`src/rtl/gpio_port.sv`:
```
// gpio_port: memory-mapped bidirectional GPIO port for the picoRV32 native bus.
// Provides output latch with atomic SET/CLR/TOG, per-pin output enable,
// synchronised input readback and an edge-triggered maskable interrupt.
module gpio_port #(
   parameter logic [31:0] BASE_ADDR   = 32'h0000_0000,
   parameter int          WIDTH       = 8,
   parameter int          SYNC_STAGES = 2
) (
   input  logic             clk,
   input  logic             resetn,
   input  logic             valid,
   input  logic [31:0]      addr,
   input  logic [31:0]      wdata,
   input  logic [3:0]       wstrb,
   output logic             ready,
   output logic [31:0]      rdata,
   input  logic [WIDTH-1:0] gpio_i,
   output logic [WIDTH-1:0] gpio_o,
   output logic [WIDTH-1:0] gpio_oe,
   output logic             irq
);

   // Start-up mask lasts SYNC_STAGES+1 cycles after reset release.
   localparam int SU_MAX = SYNC_STAGES + 1;
   localparam int CNT_W  = $clog2(SU_MAX + 1);

   localparam logic [3:0] OFF_OUT = 4'h0;
   localparam logic [3:0] OFF_DIR = 4'h1;
   localparam logic [3:0] OFF_IN  = 4'h2;
   localparam logic [3:0] OFF_SET = 4'h3;
   localparam logic [3:0] OFF_CLR = 4'h4;
   localparam logic [3:0] OFF_TOG = 4'h5;
   localparam logic [3:0] OFF_IE  = 4'h6;
   localparam logic [3:0] OFF_POL = 4'h7;
   localparam logic [3:0] OFF_IP  = 4'h8;

   logic [WIDTH-1:0] r_out;
   logic [WIDTH-1:0] r_dir;
   logic [WIDTH-1:0] r_ie;
   logic [WIDTH-1:0] r_pol;
   logic [WIDTH-1:0] r_ip;
   logic [WIDTH-1:0] r_sync [SYNC_STAGES];
   logic [WIDTH-1:0] r_prev;
   logic [CNT_W-1:0] r_su_cnt;
   logic             r_ready;
   logic [31:0]      r_rdata;
   logic             r_irq;

   logic             w_hit;
   logic             w_accept;
   logic             w_write;
   logic [3:0]       w_offset;
   logic [31:0]      w_mask32;
   logic [31:0]      w_d32;
   logic [WIDTH-1:0] w_mask;
   logic [WIDTH-1:0] w_d;
   logic [WIDTH-1:0] w_in;
   logic [WIDTH-1:0] w_rise;
   logic [WIDTH-1:0] w_fall;
   logic [WIDTH-1:0] w_ev;
   logic             w_ev_en;
   logic [WIDTH-1:0] w_ip_clr;
   logic [WIDTH-1:0] w_out_nxt;
   logic [WIDTH-1:0] w_dir_nxt;
   logic [WIDTH-1:0] w_ie_nxt;
   logic [WIDTH-1:0] w_pol_nxt;
   logic [31:0]      w_rd_val;
   logic             w_unused_bits;

   // Bus decode: a transfer is accepted only when no completion is pending.
   assign w_hit    = (addr[31:6] == BASE_ADDR[31:6]);
   assign w_accept = valid & w_hit & ~r_ready;
   assign w_write  = w_accept & (wstrb != 4'b0000);
   assign w_offset = addr[5:2];
   assign w_mask32 = {{8{wstrb[3]}}, {8{wstrb[2]}}, {8{wstrb[1]}}, {8{wstrb[0]}}};
   assign w_d32    = wdata & w_mask32;
   assign w_mask   = w_mask32[WIDTH-1:0];
   assign w_d      = w_d32[WIDTH-1:0];

   // Byte address bits and data bits above WIDTH carry no information here.
   assign w_unused_bits = &{1'b0, addr[1:0], w_d32, w_mask32};

   // Edge detection on the synchronised pins, suppressed during start-up.
   assign w_in    = r_sync[SYNC_STAGES-1];
   assign w_rise  = w_in & ~r_prev;
   assign w_fall  = ~w_in & r_prev;
   assign w_ev_en = (r_su_cnt == CNT_W'(SU_MAX));
   assign w_ev    = w_ev_en ? ((r_pol & w_fall) | (~r_pol & w_rise)) : {WIDTH{1'b0}};

   // Next-state of the writable registers from the decoded bus write.
   always_comb begin
      w_out_nxt = r_out;
      w_dir_nxt = r_dir;
      w_ie_nxt  = r_ie;
      w_pol_nxt = r_pol;
      w_ip_clr  = {WIDTH{1'b0}};
      if (w_write) begin
         case (w_offset)
            OFF_OUT: w_out_nxt = (r_out & ~w_mask) | w_d;
            OFF_DIR: w_dir_nxt = (r_dir & ~w_mask) | w_d;
            OFF_SET: w_out_nxt = r_out | w_d;
            OFF_CLR: w_out_nxt = r_out & ~w_d;
            OFF_TOG: w_out_nxt = r_out ^ w_d;
            OFF_IE:  w_ie_nxt  = (r_ie & ~w_mask) | w_d;
            OFF_POL: w_pol_nxt = (r_pol & ~w_mask) | w_d;
            OFF_IP:  w_ip_clr  = w_d;
            default: w_ip_clr  = {WIDTH{1'b0}};
         endcase
      end else begin
         w_ip_clr = {WIDTH{1'b0}};
      end
   end

   // Read multiplexer; write-only and reserved offsets return zero.
   always_comb begin
      w_rd_val = 32'h0000_0000;
      case (w_offset)
         OFF_OUT: w_rd_val[WIDTH-1:0] = r_out;
         OFF_DIR: w_rd_val[WIDTH-1:0] = r_dir;
         OFF_IN:  w_rd_val[WIDTH-1:0] = w_in;
         OFF_IE:  w_rd_val[WIDTH-1:0] = r_ie;
         OFF_POL: w_rd_val[WIDTH-1:0] = r_pol;
         OFF_IP:  w_rd_val[WIDTH-1:0] = r_ip;
         default: w_rd_val = 32'h0000_0000;
      endcase
   end

   // Control/status registers; a new event outranks a same-cycle W1C.
   always_ff @(posedge clk) begin
      if (!resetn) begin
         r_out <= {WIDTH{1'b0}};
         r_dir <= {WIDTH{1'b0}};
         r_ie  <= {WIDTH{1'b0}};
         r_pol <= {WIDTH{1'b0}};
         r_ip  <= {WIDTH{1'b0}};
      end else begin
         r_out <= w_out_nxt;
         r_dir <= w_dir_nxt;
         r_ie  <= w_ie_nxt;
         r_pol <= w_pol_nxt;
         r_ip  <= (r_ip & ~w_ip_clr) | w_ev;
      end
   end

   // Input synchroniser chain and previous-sample register for edge detect.
   always_ff @(posedge clk) begin
      if (!resetn) begin
         for (int i = 0; i < SYNC_STAGES; i++) begin
            r_sync[i] <= {WIDTH{1'b0}};
         end
         r_prev <= {WIDTH{1'b0}};
      end else begin
         r_sync[0] <= gpio_i;
         for (int i = 1; i < SYNC_STAGES; i++) begin
            r_sync[i] <= r_sync[i-1];
         end
         r_prev <= w_in;
      end
   end

   // Start-up counter saturates once the synchroniser holds real pin data.
   always_ff @(posedge clk) begin
      if (!resetn) begin
         r_su_cnt <= {CNT_W{1'b0}};
      end else if (r_su_cnt != CNT_W'(SU_MAX)) begin
         r_su_cnt <= r_su_cnt + CNT_W'(1);
      end else begin
         r_su_cnt <= r_su_cnt;
      end
   end

   // Bus response: one-cycle ready pulse, rdata only meaningful alongside it.
   always_ff @(posedge clk) begin
      if (!resetn) begin
         r_ready <= 1'b0;
         r_rdata <= 32'h0000_0000;
      end else begin
         r_ready <= w_accept;
         r_rdata <= (w_accept && (wstrb == 4'b0000)) ? w_rd_val : 32'h0000_0000;
      end
   end

   // Interrupt request registered from the current pending/enable state.
   always_ff @(posedge clk) begin
      if (!resetn) begin
         r_irq <= 1'b0;
      end else begin
         r_irq <= |(r_ip & r_ie);
      end
   end

   assign ready   = r_ready;
   assign rdata   = r_rdata;
   assign gpio_o  = r_out;
   assign gpio_oe = r_dir;
   assign irq     = r_irq;

endmodule

```
`config.mk`:
```
export PLATFORM = sky130hd
export DESIGN_NAME = gpio_port
export DESIGN_NICKNAME = d
export VERILOG_FILES = /design/src/rtl/gpio_port.sv
export SDC_FILE = /design/constraint.sdc
export NUM_CORES = 1
export LEC_CHECK = 0
export ABC_AREA = 1
export CELL_PAD_IN_SITES_DETAIL_PLACEMENT = 0
export CELL_PAD_IN_SITES_GLOBAL_PLACEMENT = 1
export CORE_MARGIN = 8
export CORE_UTILIZATION = 34
export CTS_BUF_LIST = sky130_fd_sc_hd__clkbuf_16
export CTS_CLUSTER_DIAMETER = 60
export CTS_CLUSTER_SIZE = 25
export DETAILED_ROUTE_END_ITERATION = 6
export GPL_TIMING_DRIVEN = 0
export PLACE_DENSITY = 0.89
export SYNTH_ARGS = -nofsm -noshare
export SYNTH_HDL_FRONTEND = slang
export SYNTH_SLANG_ARGS = --single-unit
```
`constraint.sdc`:
```
create_clock -name clk -period 2.1 [get_ports clk]
set_clock_uncertainty 0.1 [all_clocks]
set_input_delay 0.21 -clock clk [delete_from_list [all_inputs] [get_ports clk]]
set_output_delay 0.21 -clock clk [all_outputs]
set_load 0.05 [all_outputs]
```
; ---- Word-level counts from Yosys, hierarchy flattened
; Memory sizes are Yosys's and may differ from the RTL's.
; Cells that the tools add are included.
[totals]
word_cells = 76
ff_bits = 84
ram_bits = 16
out_inout_bits = 50
n_memories = 1
[op_classes]
addsub = 1
n_eq_ne = 10
bitwise = 32
reduce_logical = 12
mux = 9
[memory_table]
columns = memory, words, width, rd, rd_ports_with_merged_regs, wr, line
row1 = r_sync, 2, 8, 2, 0, 2, 42  ; logic [WIDTH-1:0] r_sync [SYNC_STAGES];
[op_table]
columns = op, n
row1 = $and 8x8->8, 12
row2 = $or 8x8->8, 7
row3 = $not 8->8, 6
row4 = $pmux 8 s6, 1
row5 = $mux 8, 5
row6 = $pmux 8 s4, 1
row7 = $logic_not 26->1, 1
row8 = $eq 4x3->1 const B, 4
row9 = $reduce_and 2->1, 5
row10 = $eq 4x2->1 const B, 2
row11 = $logic_not 4->1, 2
row12 = $reduce_bool 4->1, 2
row13 = $reduce_or 8->1, 1
row14 = $xor 8x8->8, 1
row15 = $eq 4x1->1 const B, 1
row16 = $eq 4x4->1 const B, 1
row17 = $and 1x1->1, 3
row18 = $add 2x1->2 const B, 1
row19 = $eq 2x2->1 const B, 1
row20 = $mux 1, 2
row21 = $ne 2x2->1 const B, 1
row22 = $or 1x1->1, 2
row23 = $logic_and 1x1->1, 1
row24 = $not 1->1, 1

; ---- Logic depth before layout (Yosys ltp)
; Gate-level depths: netlist of the first run.
[depth]
ltp_word = 8
ltp_mapped = 11

; ---- Worst setup path before layout of the first run
; OpenSTA, ideal clock, no wires.
[synth_timing]
path_kind = register to register
start = reg r_ready, in the netlist ready
end = reg with a tool-made name
stages_incl_launch_ff = 12
slack_ns = 0.457
arrival_ns = 1.431
n_path_buf = 2
required_time_ns = 1.887
synth_period_minus_slack_ns = 1.643
cell_sequence = dfxtp_1 -> inv_1 -> nand3_1 -> inv_1 -> nand2_2 -> nor2_4 -> buf_6 -> nand3_4 -> buf_6 -> nand2_2 -> nand2_1 -> nor2_1
[synth_lines]
columns = element, line
row1 = from (decl), 45  ; logic r_ready;
row2 = from (signal assigned), 178  ; r_ready <= w_accept;

; ---- Worst setup path in the final report of the first run
[layout_timing]
start = reg r_out[0], in the netlist gpio_o[0]
end = out gpio_o[0]
[layout_lines]
columns = element, line
row1 = from (decl), 37  ; logic [WIDTH-1:0] r_out;
row2 = from (signal assigned), 131  ; r_out <= {WIDTH{1'b0}};
row3 = from (signal assigned), 137  ; r_out <= w_out_nxt;
row4 = to (decl), 18  ; output logic [WIDTH-1:0] gpio_o,
; No word-level cell between the ends.

==> results of run 1 <==
==> per-stage QoR <==
step	TNS, ns	setup WS [ns]	util [%]	power, mW
2_1_floorplan	0	0.4566	-	1.789
3_3_place_gp	-0.3886	-0.03184	43.90	1.948
3_5_place_dp	-0.2517	-0.03559	43.90	1.959
4_1_cts	0	0.2338	46.84	3.741
5_1_grt	0	0.1477	46.84	3.848
6_report	0	0.2482	46.84	3.707
==> final cells by class <==
class	count	share of cell area, %
multi-input combinational	429	36.13
timing repair buffer	77	14.35
buffer	41	5.358
clock inverter	6	2.096
sequential	76	28.33
inverter	89	6.219
tap	143	3.331
clock buffer	9	4.193
==> kinds of logic after synthesis <==
logic type                 Yosys count  synth area share [%]
DFF                                 76                 38.06
adders and majority gates            9                 2.817
buffers and inverters              130                 15.56
and+or+nand+nor                    330                 34.24
xor gates and xnor gates             1                0.2191
other                                1               0.09381
AOI/OAI and AO/OA                   65                 9.014
==> placed cells by master (no fill, tap or decap), drive strengths merged, types with 9 or more instances in the layout <==
| cell type | count |
|---|---|
| nand2 | 162 |
| nor2 | 125 |
| inv | 90 |
| clkdlybuf4s50 | 77 |
| dfxtp | 76 |
| buf | 35 |
| nand3 | 33 |
| o21ai | 28 |
| o22ai | 25 |
| conb | 24 |
| clkbuf | 15 |
| a21oi | 11 |
| nor3 | 9 |
| ha | 9 |
==> worst paths after layout <==
check | start | endpoint | slack (ns) | depth (start not counted)
worst max register to register | ready | rdata[7] | 0.52 | 7
worst max-delay path | gpio_o[0] | gpio_o[0] | 0.25 | 1
worst min register to register | r_sync[0][2] | r_sync[0][10] | 0.31 | 2
worst min-delay path | gpio_i[6] | r_sync[0][6] | 0.31 | 3
==> layer usage <==
| layer | track usage [%] | vias to the layer above | wire length, µm |
|---|---|---|---|
| li1 | - | 2066 | - |
| met1 | 17.23 | 1784 | 5105 |
| met2 | 26.67 | 113 | 5871 |
| met3 | 3.787 | 12 | 653 |
| met4 | 4.323 | 0 | 130 |
| met5 | 0 | - | 0 |
==> power groups by stage <==
stage / combinational [mW] / sequential (mW) / clock [mW]
6_report: 0.440 / 1.49 / 1.78
5_1_grt: 0.480 / 1.49 / 1.87
4_1_cts: 0.437 / 1.49 / 1.81
3_5_place_dp: 0.436 / 1.52 / 0
3_3_place_gp: 0.426 / 1.52 / 0
2_1_floorplan: 0.270 / 1.52 / 0
==> flow_summary_export.csv, run 1 <==
group,metric,value,unit
synthesis,number_of_flip_flops_and_latches_in_the_synthesized_netlist,76,
critical_path,critical-path-max-stage-delay,0.83,ns
die,floorplan.initialDensity,34.86,%
critical_path,cp_cell_sequence,"clkdlybuf4s50_1",
final_layout,fill_cells,1142,
clock_network,clock_latency,0.33,ns
synthesis,synth_largest_type_area_fraction,38.06,%
routing,drt-total-wl,11.76,mm
synthesis,syn-instance-count,612,
clock_network,cts_setup_buffers,0,
synthesis,netlist_top_cells_area,"sky130_fd_sc_hd__dfxtp_1 38%, sky130_fd_sc_hd__nand2_1 15%, sky130_fd_sc_hd__nor2_1 11%",
place,place.gp.congestion,0.8266,
synthesis,synth-async-reset-ratio,0,%
die,design.portCount,129,
timing,worst_hold_slack,0.3076,ns
critical_path,setup.worst_path.end_class,"output port",
clock_network,postCtsResizedCells,0,
critical_path,timing_worst_setup_path_type,"reg2out",
synthesis,synth_top_cells_by_count,"155 x sky130_fd_sc_hd__nand2_1, 119 x sky130_fd_sc_hd__nor2_1, 86 x sky130_fd_sc_hd__inv_1",
timing,min_period,1.852,ns
power_and_ir_drop,intPower,2.805,mW
routing,post_drt_wl_per_cell,13.52,µm
power_and_ir_drop,power.sequential.fraction,40.2,%
final_layout,final_design_area_no_fill,5371,µm²
clock_network,clockRootBuffer,"sky130_fd_sc_hd__clkbuf_16",
die,num_rows,39,
clock_network,cts_made_buffers,9,
synthesis,ys.warnings.count,0,
power_and_ir_drop,pwr-share-comb,11.9,%
global_routing,first_global_vias,3869,
place,placement.io_buffers,77,
synthesis,yosysMostFrequentCell,"sky130_fd_sc_hd__nand2_1",
final_layout,area_growth,34.37,%
power_and_ir_drop,static-leakage-power,2.500,nW
place,dp_hpwl,9.160,mm
clock_network,cts_hold_buffers,0,
global_routing,grt_remaining_overflow,0,
global_routing,grt_pass1_wl,19.00,mm
clock_network,cts_max_path_buffers,2,
global_routing,grt_antenna_before_repair,0,
die,core_area,11470,µm²
critical_path,critPathSlowestCell,"sky130_fd_sc_hd__clkdlybuf4s50_1",
timing,period_share,88.18,%
synthesis,avgSynthCellArea,6.532,µm²
timing,worst_pin_slew,0.6665,ns
die,die_w,124.4,µm
timing,finalSetupViolations,0,
synthesis,synth_seq_area_share,38.06,%
worst_hold_path,hold_path_class,"in2reg",
power_and_ir_drop,ir_worst_vdd,0.0004665,V
critical_path,critical_path.top_delay_family,"buffers and inverters",
synthesis,synth-edff-count,0,
outcome,status,"finished, final reports clean",
synthesis,dominant_synthesized_flop_cell,"sky130_fd_sc_hd__dfxtp_1",
place,dp.cells,855,
routing,postRouteAntennaNets,0,
final_layout,total_area_of_sequential_cells,1521,µm²
synthesis,yosys.area.top_type,"sky130_fd_sc_hd__dfxtp_1",
critical_path,critical_path.n_buffers_inverters,1,
timing,clock.fmax,0.5400,GHz
routing,initialDrtViolationCount,290,
timing,rsz_0062_raised_after_global_routing,"false",
critical_path,worst-endpoint-arrival,1.54,ns
place,place_area,5034,µm²
critical_path,crit_required,1.79,ns
clock_network,clk_pin_slew_worst_paths,0.06,ns
power_and_ir_drop,swShare,24.33,%
synthesis,synth_cell_types,24,
timing,slew_viol_final,0,
clock_network,htreeDepth,3,
final_layout,nNetsFinal,811,
clock_network,clock_tree_from_tritoncts,"yes",
routing,avgViaCountPerCell,4.569,
job,drv.max_cap_violation_count,0,
die,floorplan.die.height,124.4,µm
power_and_ir_drop,power.density_cell_area,690.0,nW/µm²
power_and_ir_drop,clockPowerShare,47.9,%
final_layout,antenna-diode-count,0,
critical_path,worst_setup_path_start_kind,"register",
final_layout,multiInputGateArea,1941,µm²
routing,detail_route.drc_violations,0,
final_layout,final-instance-count-excl-fill,870,
final_layout,ratio_of_cells_with_drive_above_1_in_the_final_layout,9.766,%
power_and_ir_drop,p_switching,0.9018,mW
timing,slew_headroom,55.57,%
synthesis,synth.cell_area,3998,µm²
global_routing,gr-usage-all-layers,14.99,%
die,floorplan.die_area,15480,µm²
routing,drt_pre_antenna_iters,5,
timing,timing.final.hold_violations,0,
global_routing,maximum_number_of_pins_on_one_net_before_global_route_repair,14,
clock_network,clk_sinks,76,
critical_path,critPathMaxFanout,3,
routing,detailroute.via_count,3975,
(Power assumes the default switching activity.)
==> inputs of run 2 (changes only) <==
--- a/config.mk
+++ b/config.mk
@@ -12,7 +12,7 @@
 export CORE_UTILIZATION = 34
 export CTS_BUF_LIST = sky130_fd_sc_hd__clkbuf_16
 export CTS_CLUSTER_DIAMETER = 60
-export CTS_CLUSTER_SIZE = 25
+export CTS_CLUSTER_SIZE = 16
 export DETAILED_ROUTE_END_ITERATION = 6
 export GPL_TIMING_DRIVEN = 0
 export PLACE_DENSITY = 0.89
==> results of run 2 <==
Final layout, timing and power as in run 1 (identical DEF).
==> inputs of run 3 (changes only) <==
==> config.mk (replaced) <==
export PLATFORM = sky130hd
export DESIGN_NAME = gpio_port
export DESIGN_NICKNAME = d
export VERILOG_FILES = /design/src/rtl/gpio_port.sv
export SDC_FILE = /design/constraint.sdc
export NUM_CORES = 1
export LEC_CHECK = 0
export ABC_AREA = 1
export CELL_PAD_IN_SITES_DETAIL_PLACEMENT = 1
export CELL_PAD_IN_SITES_GLOBAL_PLACEMENT = 2
export CORE_MARGIN = 8
export CORE_UTILIZATION = 26
export CTS_BUF_LIST = sky130_fd_sc_hd__clkbuf_16
export CTS_CLUSTER_DIAMETER = 60
export CTS_CLUSTER_SIZE = 16
export DETAILED_ROUTE_END_ITERATION = 6
export GPL_TIMING_DRIVEN = 0
export PLACE_DENSITY = 0.9
export SYNTH_ARGS = -nofsm -noshare
export SYNTH_HDL_FRONTEND = slang
export SYNTH_SLANG_ARGS = --single-unit
==> run 3 against run 2 <==
Sequential share of layout area about the same. Critical path type is now in2reg. Design area about the same. Critical path depth increased by 6. Largest power group unchanged. Global-route usage decreased by 0.76 points. Highest routed layer unchanged.
==> flow_summary_export.csv, run 3 (synthesis results as in run 1) <==
group,metric,value,unit
routing,detail_route.drc_violations,0,
critical_path,worst_setup_path_start_kind,"primary input",
clock_network,clockRootBuffer,"sky130_fd_sc_hd__clkbuf_16",
critical_path,critical_path.top_delay_family,"buffers and inverters",
routing,avgViaCountPerCell,4.455,
critical_path,crit_path_frequent_cell,"sky130_fd_sc_hd__nor2_1",
place,placement.io_buffers,77,
global_routing,maximum_number_of_pins_on_one_net_before_global_route_repair,13,
place,place.gp.congestion,0.7938,
final_layout,ratio_of_cells_with_drive_above_1_in_the_final_layout,9.354,%
power_and_ir_drop,ir_worst_vdd,0.0004253,V
power_and_ir_drop,static-leakage-power,2.480,nW
clock_network,cts_setup_buffers,0,
final_layout,fill_cells,1935,
final_layout,layout_commonest_cell,"sky130_fd_sc_hd__nand2_1",
critical_path,timing_worst_setup_path_type,"in2reg",
clock_network,cts_made_buffers,9,
critical_path,critPathMaxFanout,10,
clock_network,cts_hold_buffers,0,
timing,min_period,1.942,ns
routing,post_drt_wl_per_cell,14.96,µm
critical_path,critPathSlowestCell,"sky130_fd_sc_hd__clkdlybuf4s50_1",
final_layout,nNetsFinal,811,
die,floorplan.die_area,19600,µm²
die,design.portCount,129,
critical_path,critical_path.reg2reg.startpoint,"ready",
routing,detailroute.via_count,4076,
clock_network,cts_max_path_buffers,2,
die,floorplan.initialDensity,26.49,%
timing,finalSetupViolations,0,
timing,rsz_0062_raised_after_global_routing,"false",
critical_path,reg2reg_depth,7,
timing,slew_viol_final,0,
timing,slew_headroom,52.28,%
routing,met2_wirelength,7.106,mm
critical_path,cp_cell_sequence,"clkdlybuf4s50_1 > nor2_1 > buf_2 > nand2_1 > o22ai_1 > nor3_1 > nor2_1",
clock_network,clk_sinks,76,
routing,met1Wirelength,5.845,mm
clock_network,postCtsResizedCells,0,
timing,worst_pin_slew,0.7158,ns
die,num_rows,45,
global_routing,grt_pass1_wl,22.16,mm
critical_path,critical_path.n_buffers_inverters,2,
clock_network,clk_pin_slew_worst_paths,0.06,ns
critical_path,worst-endpoint-arrival,2.08,ns
final_layout,area_growth,34.43,%
routing,drt-total-wl,13.69,mm
clock_network,htreeDepth,3,
worst_hold_path,worst_hold_endpoint,"r_sync[0][0]",
final_layout,layout.cells.most_common_list,"155 x sky130_fd_sc_hd__nand2_1, 119 x sky130_fd_sc_hd__nor2_1, 88 x sky130_fd_sc_hd__inv_1",
timing,timing.final.hold_violations,0,
timing,worst_hold_slack,0.2993,ns
routing,highest-signal-layer,"met4",
critical_path,critical-path-max-stage-delay,0.51,ns
final_layout,multiInputGateArea,1941,µm²
critical_path,setup.worst_path.end_class,"register",
place,dp_hpwl,10.95,mm
global_routing,gr-usage-all-layers,14.23,%
routing,drt_pre_antenna_iters,4,
power_and_ir_drop,power.density_cell_area,643.0,nW/µm²
final_layout,total_area_of_sequential_cells,1521,µm²
worst_hold_path,hold_depth,3,
critical_path,ff2ff_setup_slack,0.42,ns
global_routing,grt_antenna_before_repair,0,
die,floorplan.die.height,140.0,µm
die,die_w,140.0,µm
clock_network,clock_latency,0.34,ns
routing,wl_met3,545,µm
critical_path,crit_required,2.24,ns
critical_path,worst_r2r_endpoint,"rdata[4]",
place,dp.cells,900,
outcome,status,"finished, final reports clean",
routing,postRouteAntennaNets,0,
worst_hold_path,holdCritStartpoint,"gpio_i[0]",
global_routing,first_global_vias,4389,
timing,clock.fmax,0.5150,GHz
global_routing,grt_remaining_overflow,0,
clock_network,clock_tree_from_tritoncts,"yes",
worst_hold_path,hold_path_class,"in2reg",
die,core_area,15090,µm²
final_layout,final-instance-count-excl-fill,915,
job,drv.max_cap_violation_count,0,
routing,initialDrtViolationCount,153,
final_layout,antenna-diode-count,0,
timing,period_share,92.46,%
[run 3: per-layer routing]
layer,GRT usage (%),vias up
li1,-,2064
met3,3.296,15
met2,26.33,89
met5,0,-
met4,4.229,0
met1,15.84,1908
[run 3: final cells by class]
| type | count | area share, % |
|---|---|---|
| sequential | 76 | 28.31 |
| timing repair buffer | 77 | 14.34 |
| tap | 188 | 4.377 |
| multi-input combinational | 429 | 36.11 |
| inverter | 89 | 6.217 |
| buffer | 41 | 5.355 |
| clock inverter | 6 | 1.094 |
| clock buffer | 9 | 4.191 |
[run 3: worst max path at each step]
stage | startpoint | end | slack, ns | cells past startpoint
after floorplan | ready | register | 0.46 | 11
after global routing | addr[2] | rdata[3] | 0.07 | 7
final | addr[2] | rdata[4] | 0.16 | 7
after global placement | addr[2] | rdata[4] | -0.08 | 7
after CTS | addr[2] | rdata[3] | 0.20 | 7
after detailed placement | addr[2] | rdata[4] | -0.15 | 7
[run 3: through the flow]
step,power (mW),utilization (%),cell area [µm²],setup WS (ns),setup TNS (ns)
4_1_cts,3.511,35.61,5374,0.2038,0
5_1_grt,3.588,35.61,5374,0.06648,0
3_5_place_dp,1.970,33.73,5090,-0.1508,-1.495
6_report,3.455,35.61,5374,0.1583,0
2_1_floorplan,1.789,-,4084,0.4566,0
3_3_place_gp,1.954,33.73,5090,-0.07699,-0.5203
[run 3: where the power goes]
group | internal (mW) | leakage [nW] | switching, mW
sequential | 1.48 | 0.617 | 0.0164
combinational | 0.170 | 1.72 | 0.276
clock | 0.905 | 0.145 | 0.612
[run 3: tightest hold or removal path: stages]
cell,delay (ns)
sky130_fd_sc_hd__clkdlybuf4s50_1,0.39
sky130_fd_sc_hd__nand2_1,0.06
sky130_fd_sc_hd__inv_1,0.03
